File: config.mk
export PLATFORM = sky130hd
export DESIGN_NAME = tpu_host_driver
export DESIGN_NICKNAME = d
export VERILOG_FILES = /design/src/rtl/tpu_host_driver.sv
export SDC_FILE = /design/constraint.sdc
export NUM_CORES = 1
export LEC_CHECK = 0
export BUFFER_PORTS_ARGS = -buffer_cell sky130_fd_sc_hd__buf_4
export CORE_MARGIN = 1
export CORE_UTILIZATION = 56
export CTS_BUF_LIST = sky130_fd_sc_hd__clkbuf_2 sky130_fd_sc_hd__clkbuf_4 sky130_fd_sc_hd__clkbuf_8
export CTS_CLUSTER_DIAMETER = 200
export CTS_CLUSTER_SIZE = 8
export DETAILED_ROUTE_END_ITERATION = 8
export HOLD_SLACK_MARGIN = 0.05
export PLACE_DENSITY = 0.87
export SLEW_MARGIN = 10
export SYNTH_ARGS = -nofsm -noshare
export SYNTH_HDL_FRONTEND = slang
export SYNTH_SLANG_ARGS = --single-unit
File: constraint.sdc
create_clock -name clk -period 4.9 [get_ports clk]
set_input_delay 0.245 -clock clk [delete_from_list [all_inputs] [get_ports clk]]
set_output_delay 0.245 -clock clk [all_outputs]
set_load 0.05 [all_outputs]
File: src/rtl/tpu_host_driver.sv
// Initiator-side driver for the TPU operand/result interface: one operation in flight,
// sync pulse, two-half result readback and a WAIT watchdog. Optional TPU_HOST_STATS_EN adds result counters.
`timescale 1ns/1ps

module tpu_host_driver #(
  parameter int unsigned TIMEOUT_CYCLES = 64,
  parameter int unsigned TO_W           = 16
) (
  input  logic        clk,
  input  logic        reset,
  input  logic        cmd_valid,
  output logic        cmd_ready,
  input  logic [7:0]  cmd_a,
  input  logic [7:0]  cmd_b,
  output logic        sync,
  output logic        out_HL,
  output logic [7:0]  input1,
  output logic [7:0]  input2,
  input  logic        tpu_ready,
  input  logic        tpu_error,
  input  logic [15:0] tpu_out,
  output logic        res_valid,
  input  logic        res_ready,
  output logic [31:0] res_data,
  output logic [1:0]  res_code
`ifdef TPU_HOST_STATS_EN
  ,
  output logic [15:0] stat_ops,
  output logic [15:0] stat_err,
  output logic [15:0] stat_to
`endif
);

  localparam logic [1:0] CODE_OK  = 2'b00;
  localparam logic [1:0] CODE_ERR = 2'b01;
  localparam logic [1:0] CODE_TO  = 2'b10;
  localparam logic [TO_W-1:0] WD_LAST = TO_W'(TIMEOUT_CYCLES - 1);

  typedef enum logic [2:0] {
    IDLE, ISSUE, WAIT, RD_LO, RD_HI0, RD_HI1, DONE
  } state_t;

  state_t          state;
  logic [TO_W-1:0] wd;

  // Gated with reset so the port reads 0 during the reset cycle and 1 right after it.
  assign cmd_ready = (state == IDLE) && !reset;

  always_ff @(posedge clk) begin
    if (reset) begin
      state     <= IDLE;
      wd        <= '0;
      sync      <= 1'b0;
      out_HL    <= 1'b0;
      input1    <= '0;
      input2    <= '0;
      res_valid <= 1'b0;
      res_data  <= '0;
      res_code  <= CODE_OK;
    end else begin
      sync <= 1'b0;
      case (state)
        IDLE: begin
          if (cmd_valid && cmd_ready) begin
            input1 <= cmd_a;
            input2 <= cmd_b;
            sync   <= 1'b1;
            state  <= ISSUE;
          end
        end
        ISSUE: begin
          wd     <= '0;
          out_HL <= 1'b0;
          state  <= WAIT;
        end
        // Error wins over a simultaneous ready; timeout only when neither shows up.
        WAIT: begin
          if (tpu_error) begin
            res_code  <= CODE_ERR;
            res_data  <= '0;
            res_valid <= 1'b1;
            state     <= DONE;
          end else if (tpu_ready) begin
            state <= RD_LO;
          end else if (wd == WD_LAST) begin
            res_code  <= CODE_TO;
            res_data  <= '0;
            res_valid <= 1'b1;
            state     <= DONE;
          end else begin
            wd <= wd + TO_W'(1);
          end
        end
        RD_LO: begin
          res_data[15:0] <= tpu_out;
          out_HL         <= 1'b1;
          state          <= RD_HI0;
        end
        RD_HI0: begin
          state <= RD_HI1;
        end
        RD_HI1: begin
          res_data[31:16] <= tpu_out;
          res_code        <= CODE_OK;
          out_HL          <= 1'b0;
          res_valid       <= 1'b1;
          state           <= DONE;
        end
        DONE: begin
          if (res_ready) begin
            res_valid <= 1'b0;
            state     <= IDLE;
          end
        end
        default: state <= IDLE;
      endcase
    end
  end

`ifdef TPU_HOST_STATS_EN
  logic done_hs;
  assign done_hs = (state == DONE) && res_valid && res_ready;

  // Saturating per-outcome counters, bumped on the result handshake.
  always_ff @(posedge clk) begin
    if (reset) begin
      stat_ops <= '0;
      stat_err <= '0;
      stat_to  <= '0;
    end else if (done_hs) begin
      if (res_code == CODE_OK  && stat_ops != 16'hFFFF) stat_ops <= stat_ops + 16'd1;
      if (res_code == CODE_ERR && stat_err != 16'hFFFF) stat_err <= stat_err + 16'd1;
      if (res_code == CODE_TO  && stat_to  != 16'hFFFF) stat_to  <= stat_to  + 16'd1;
    end
  end
`endif

endmodule

Word-level counts from Yosys, hierarchy flattened --
Index checks and enable logic that the tools add are counted.
Word-level totals: flip-flop bits (word level) 72, bits of input ports 38, output and inout port bits 54, logic and storage cells 70
Operators by class: $add $sub $neg 1, eq/ne operators 15, multiplexer cells 26, bitwise gates (word level) 1, reduce and logical (&&, ||, !) cells 17
Operator list (count):
- two-way mux 32 bit | 3
- one-hot mux 16 bit (2 select lines) | 3
- two-way mux 16 bit | 3
- one-hot mux 3 bit (7 select lines) | 1
- adder 16 x 1 -> 16 bit, second input constant | 1
- == test 16 x 6 -> 1 bit, second input constant | 1
- two-way mux 3 bit | 5
- == test 3 bit, second input constant | 3
- AND reduction 3 bit | 3
- != test 2 bit, second input constant | 4
- AND reduction 4 bit | 2
- nonzero test 2 bit | 4
- == test 3 x 2 -> 1 bit, second input constant | 2
- two-way mux 2 bit | 3
- != test 3 bit, second input constant | 2
- two-way mux 1 bit | 5
- != test 4 bit, second input constant | 1
- one-hot mux 2 bit (2 select lines) | 1
- OR reduction 2 bit | 2
- == test 3 x 1 -> 1 bit, second input constant | 1
- logical NOT 3 bit | 1
- one-hot mux 1 bit (3 select lines) | 1
- nonzero test 3 bit | 1
- logical AND 1 bit | 2
- 5 further kinds | 5

Longest topological paths before layout --
depth after elaboration 5, depth in mapped cells 7, depth with buffers taken out 6

Least setup slack after synthesis --
No wires, ideal clock.
path type register -> register, from reg state[2], to reg input1[0], library setup time 0.060 ns, data arrival time 3.056 ns, data required time 4.840 ns, setup slack 1.785 ns, cell stages (with the launch flop) 8, path buffers 2, clock period less this slack 3.115 ns, cell sequence dfxtp_1 buf_2 nor4_1 nand2_1 clkinv_1 buf_2 nand2_1 nand2_1
Between the ends: cells in the longest elaborated chain, start to end 4
RTL lines:
- start, declared | line 43 | state_t state;
- start signal, assigned | line 51 | state <= IDLE;
- start signal, assigned | line 68 | state <= ISSUE;
- start signal, assigned | line 74 | state <= WAIT;
- logical NOT 3 bit | line 47 | assign cmd_ready = (state == IDLE) && !reset;
- logical AND 1 bit | line 47
- named net cmd_ready | line 12 | output logic cmd_ready,
- logical AND 1 bit | line 64 | if (cmd_valid && cmd_ready) begin
- AND reduction 2 bit (no source line)
- end signal, assigned | line 65 | input1 <= cmd_a;
- end, declared | line 17 | output logic [7:0] input1,
The timed path passes the listed nets, and every way through them passes these cells. A chain may end at the register's enable or synchronous reset.

Worst setup path in the final report --
from reg wd[0], to reg res_data[0]
Between the ends: cells in the longest elaborated chain, start to end 3
RTL lines:
- start, declared | line 44 | logic [TO_W-1:0] wd;
- start signal, assigned | line 91 | wd <= wd + TO_W'(1);
- == test 16 x 6 -> 1 bit | line 85 | end else if (wd == WD_LAST) begin
- != test 3 bit (no source line)
- AND reduction 3 bit (no source line)
- end signal, assigned | line 95 | res_data[15:0] <= tpu_out;
- end, declared | line 24 | output logic [31:0] res_data,
Every way passes these cells.

==> results.md <==
- DP Wirelength: 4940 µm
- Placed cells: 447
- Final setup viols: 0
- Worst setup SP type: flip-flop
- Total Nets Final: 430
- GRT overflow: 0
- Final Hold Violating Endpoints: 0
- Detailed Route WL: 7260 µm
- Clock Sinks: 72
- P_sw: 402 µW
- Post-CTS Setup Inserts: 0
- Post-synth ARST share: 0%
- Worst hold path class: input port to flip-flop
- Final setup margin: 2440 ps
- Synth top area share: 49.9%
- Sequential share of the synthesized area: 49.9%
- Top cells by area, synth: dfxtp_1 (50%), a22o_1 (9.7%), nand2_1 (5.3%), nand3b_1 (4.7%), a21oi_1 (3.3%)
- Status: complete, no violations
- Post-route ant nets: 0
- Placement Setup Slack: 2500 ps
- Layout area overhead: 30.8%
- Final-layout fill cell count: 346
- N_diodes: 0
- Syn Inst Count: 306
- Core Rows: 25
- Vias: 2674
- Mapped Area: 0.00289 mm²
- Worst skew pair latency: 340 ps
- First-pass GRT wire length: 11100 µm
- WL/cell: 15.7 µm
- RePlAce Congestion: 0.840
- Non-Filler Instances: 462
- Clock power share: 34.4%
- Syn Nets: 345
- IO Port Bufs: 91
- CP Max Fanout: 16
- Area of the die: 0.00545 mm²
- Pwr Density: 359 mW/mm²
- Sw frac: 29.6%
- Vias in the first global route: 2420
- Drt initial violations: 142
- Max Clock Freq: 0.406 GHz
- VDD IR max: 0.305 mV
- Slew Limit Fails: 0
- Clock buffer depth: 2
- I/O pins: 92
- Setup crit end kind: flip-flop
- Final core occ: 77.9%
- Commonest cells after routing, fill and taps aside: buf_4 (92), dfxtp_1 (72), nand2_1 (41)
- RSZ-0062 raised after global routing: false
- #FFs+latches synth: 72
- Synthesized area per cell: 9.44 µm²
- Setup CP Type: flip-flop to flip-flop
- Setup TNS: 0 ps
- Post-synth top area cell: dfxtp_1
- Comb power frac: 18.9%
- TritonCTS clock tree: done
- Final Total Pwr: 1.36 mW
- Maxcap violations: 0
- Final min period: 2460 ps
- Maximum level of the CTS H-tree: 3
- Syn. warnings: 0
- Final clock skew: 7.49 ps
- Core area: 0.00485 mm²
- Hold buffer count at CTS: 0
- Leak: 1.65 nW
- Post-synth EDFFs: 0
- GRT Util Overall: 27.2%
- Int Pwr: 954 µW
- Width of the chip: 73.8 µm
- Initial antenna violation count: 0
- Seq pwr share: 46.7%
- PostCTS Resize Cnt: 0
- Period utilization: 50.3%
- CTS buffer count: 9
- Slew @ Worst Pin: 1260 ps
- Worst EP required: 5180 ps
- Floorplan die height: 73.8 µm
- Layout cells sized above 1: 30.6%
- Worst-path clk slew: 70 ps
- Post-synth top flop: dfxtp_1
- Root Buffer: clkbuf_8
- DRC: 0
- Largest net degree at the start of global routing: 45
- Slew Limit Headroom: 16.2%
- Starting Density: 59.6%
- Vias/cell: 5.79
- Commonest non-fill, non-tap cell in the layout: buf_4
- Distinct cells, synth: 50
- Drt first pass iters: 5
- Arrival time at the worst endpoint: 2740 ps
## per-stage QoR
stage	area, µm²	hold slack, ps
6_report	3780	82.9
5_1_grt	3780	67.7
4_1_cts	3780	71.0
3_5_place_dp	3580	432
3_3_place_gp	3580	427
2_1_floorplan	2890	333
## cell usage after synthesis, drive strengths merged, types with 2 or more instances
library cell,number
nand3,9
dfxtp,72
nand3b,18
a31oi,5
nand4,3
a221oi,2
nor4,5
nand4b,4
nor3b,2
o31ai,3
a21oi,20
clkbuf,9
buf,9
nor2b,5
or3,3
nand2b,2
nand2,41
nor2,22
o21ai,11
nor3,4
or4,4
inv,5
a22o,32
## cell type report
class                   instances  area [µm²]  share of cell area (%)
multi-input cells             210        1340                    35.6
repair buffers                 92         691                    18.3
clock inverters                 3        42.5                    1.13
inverters                       6        22.5                   0.596
flip-flops and latches         72        1440                    38.2
clock buffers                  12         153                    4.04
well taps                      67        83.8                    2.22
## power by group through the flow
stage	clock [mW]	combinational (mW)	sequential [mW]
floorplan	0	0.0998	0.718
global placement	0	0.253	0.645
detailed placement	0	0.256	0.646
finish	0.466	0.257	0.633
global route	0.499	0.271	0.636
CTS	0.476	0.257	0.633
## logic make-up after synthesis
logic type / Yosys count / synth area share [%]
simple gates: 126 / 24.7
compound gates: 83 / 21.2
flops: 72 / 49.9
buf+inv: 24 / 3.73
fa+ha+maj: 1 / 0.433
## registers in the layout, indices dropped and copies added (netlist names)
register and cells:
res_data 32, wd 16, input1 8, input2 8
state 3, res_code 2, out_HL 1, res_valid 1
sync 1
## layer usage
metal  GRT usage (%)  vias to the layer above  part of all wire (%)
met5               0                        -                     0
met4            10.5                        0                   1.6
met3            12.9                       12                   7.6
met2            43.9                       93                    50
met1            31.0                     1283                    41
li1                -                     1286                     -
## path summary, 6_finish.rpt
kind         cells after the start  slack [ps]                   start                       end
max reg2reg                      6        2440      wd[0]$_SDFFE_PP0P_  res_data[0]$_SDFFE_PP0P_
min reg2reg                      2         470  input2[5]$_SDFFE_PP0P_    input2[5]$_SDFFE_PP0P_
max                              6        2440      wd[0]$_SDFFE_PP0P_  res_data[0]$_SDFFE_PP0P_
min                              3          80                cmd_b[5]    input2[5]$_SDFFE_PP0P_
## critical path, stage by stage, from the launching register on
cell and delay (ps):
dfxtp_1 360, ha_1 260, and3_1 210, nand3_1 200
o31ai_1 110, a21oi_1 980, a22o_1 290
Note: power is estimated with default switching activity, not from simulation.
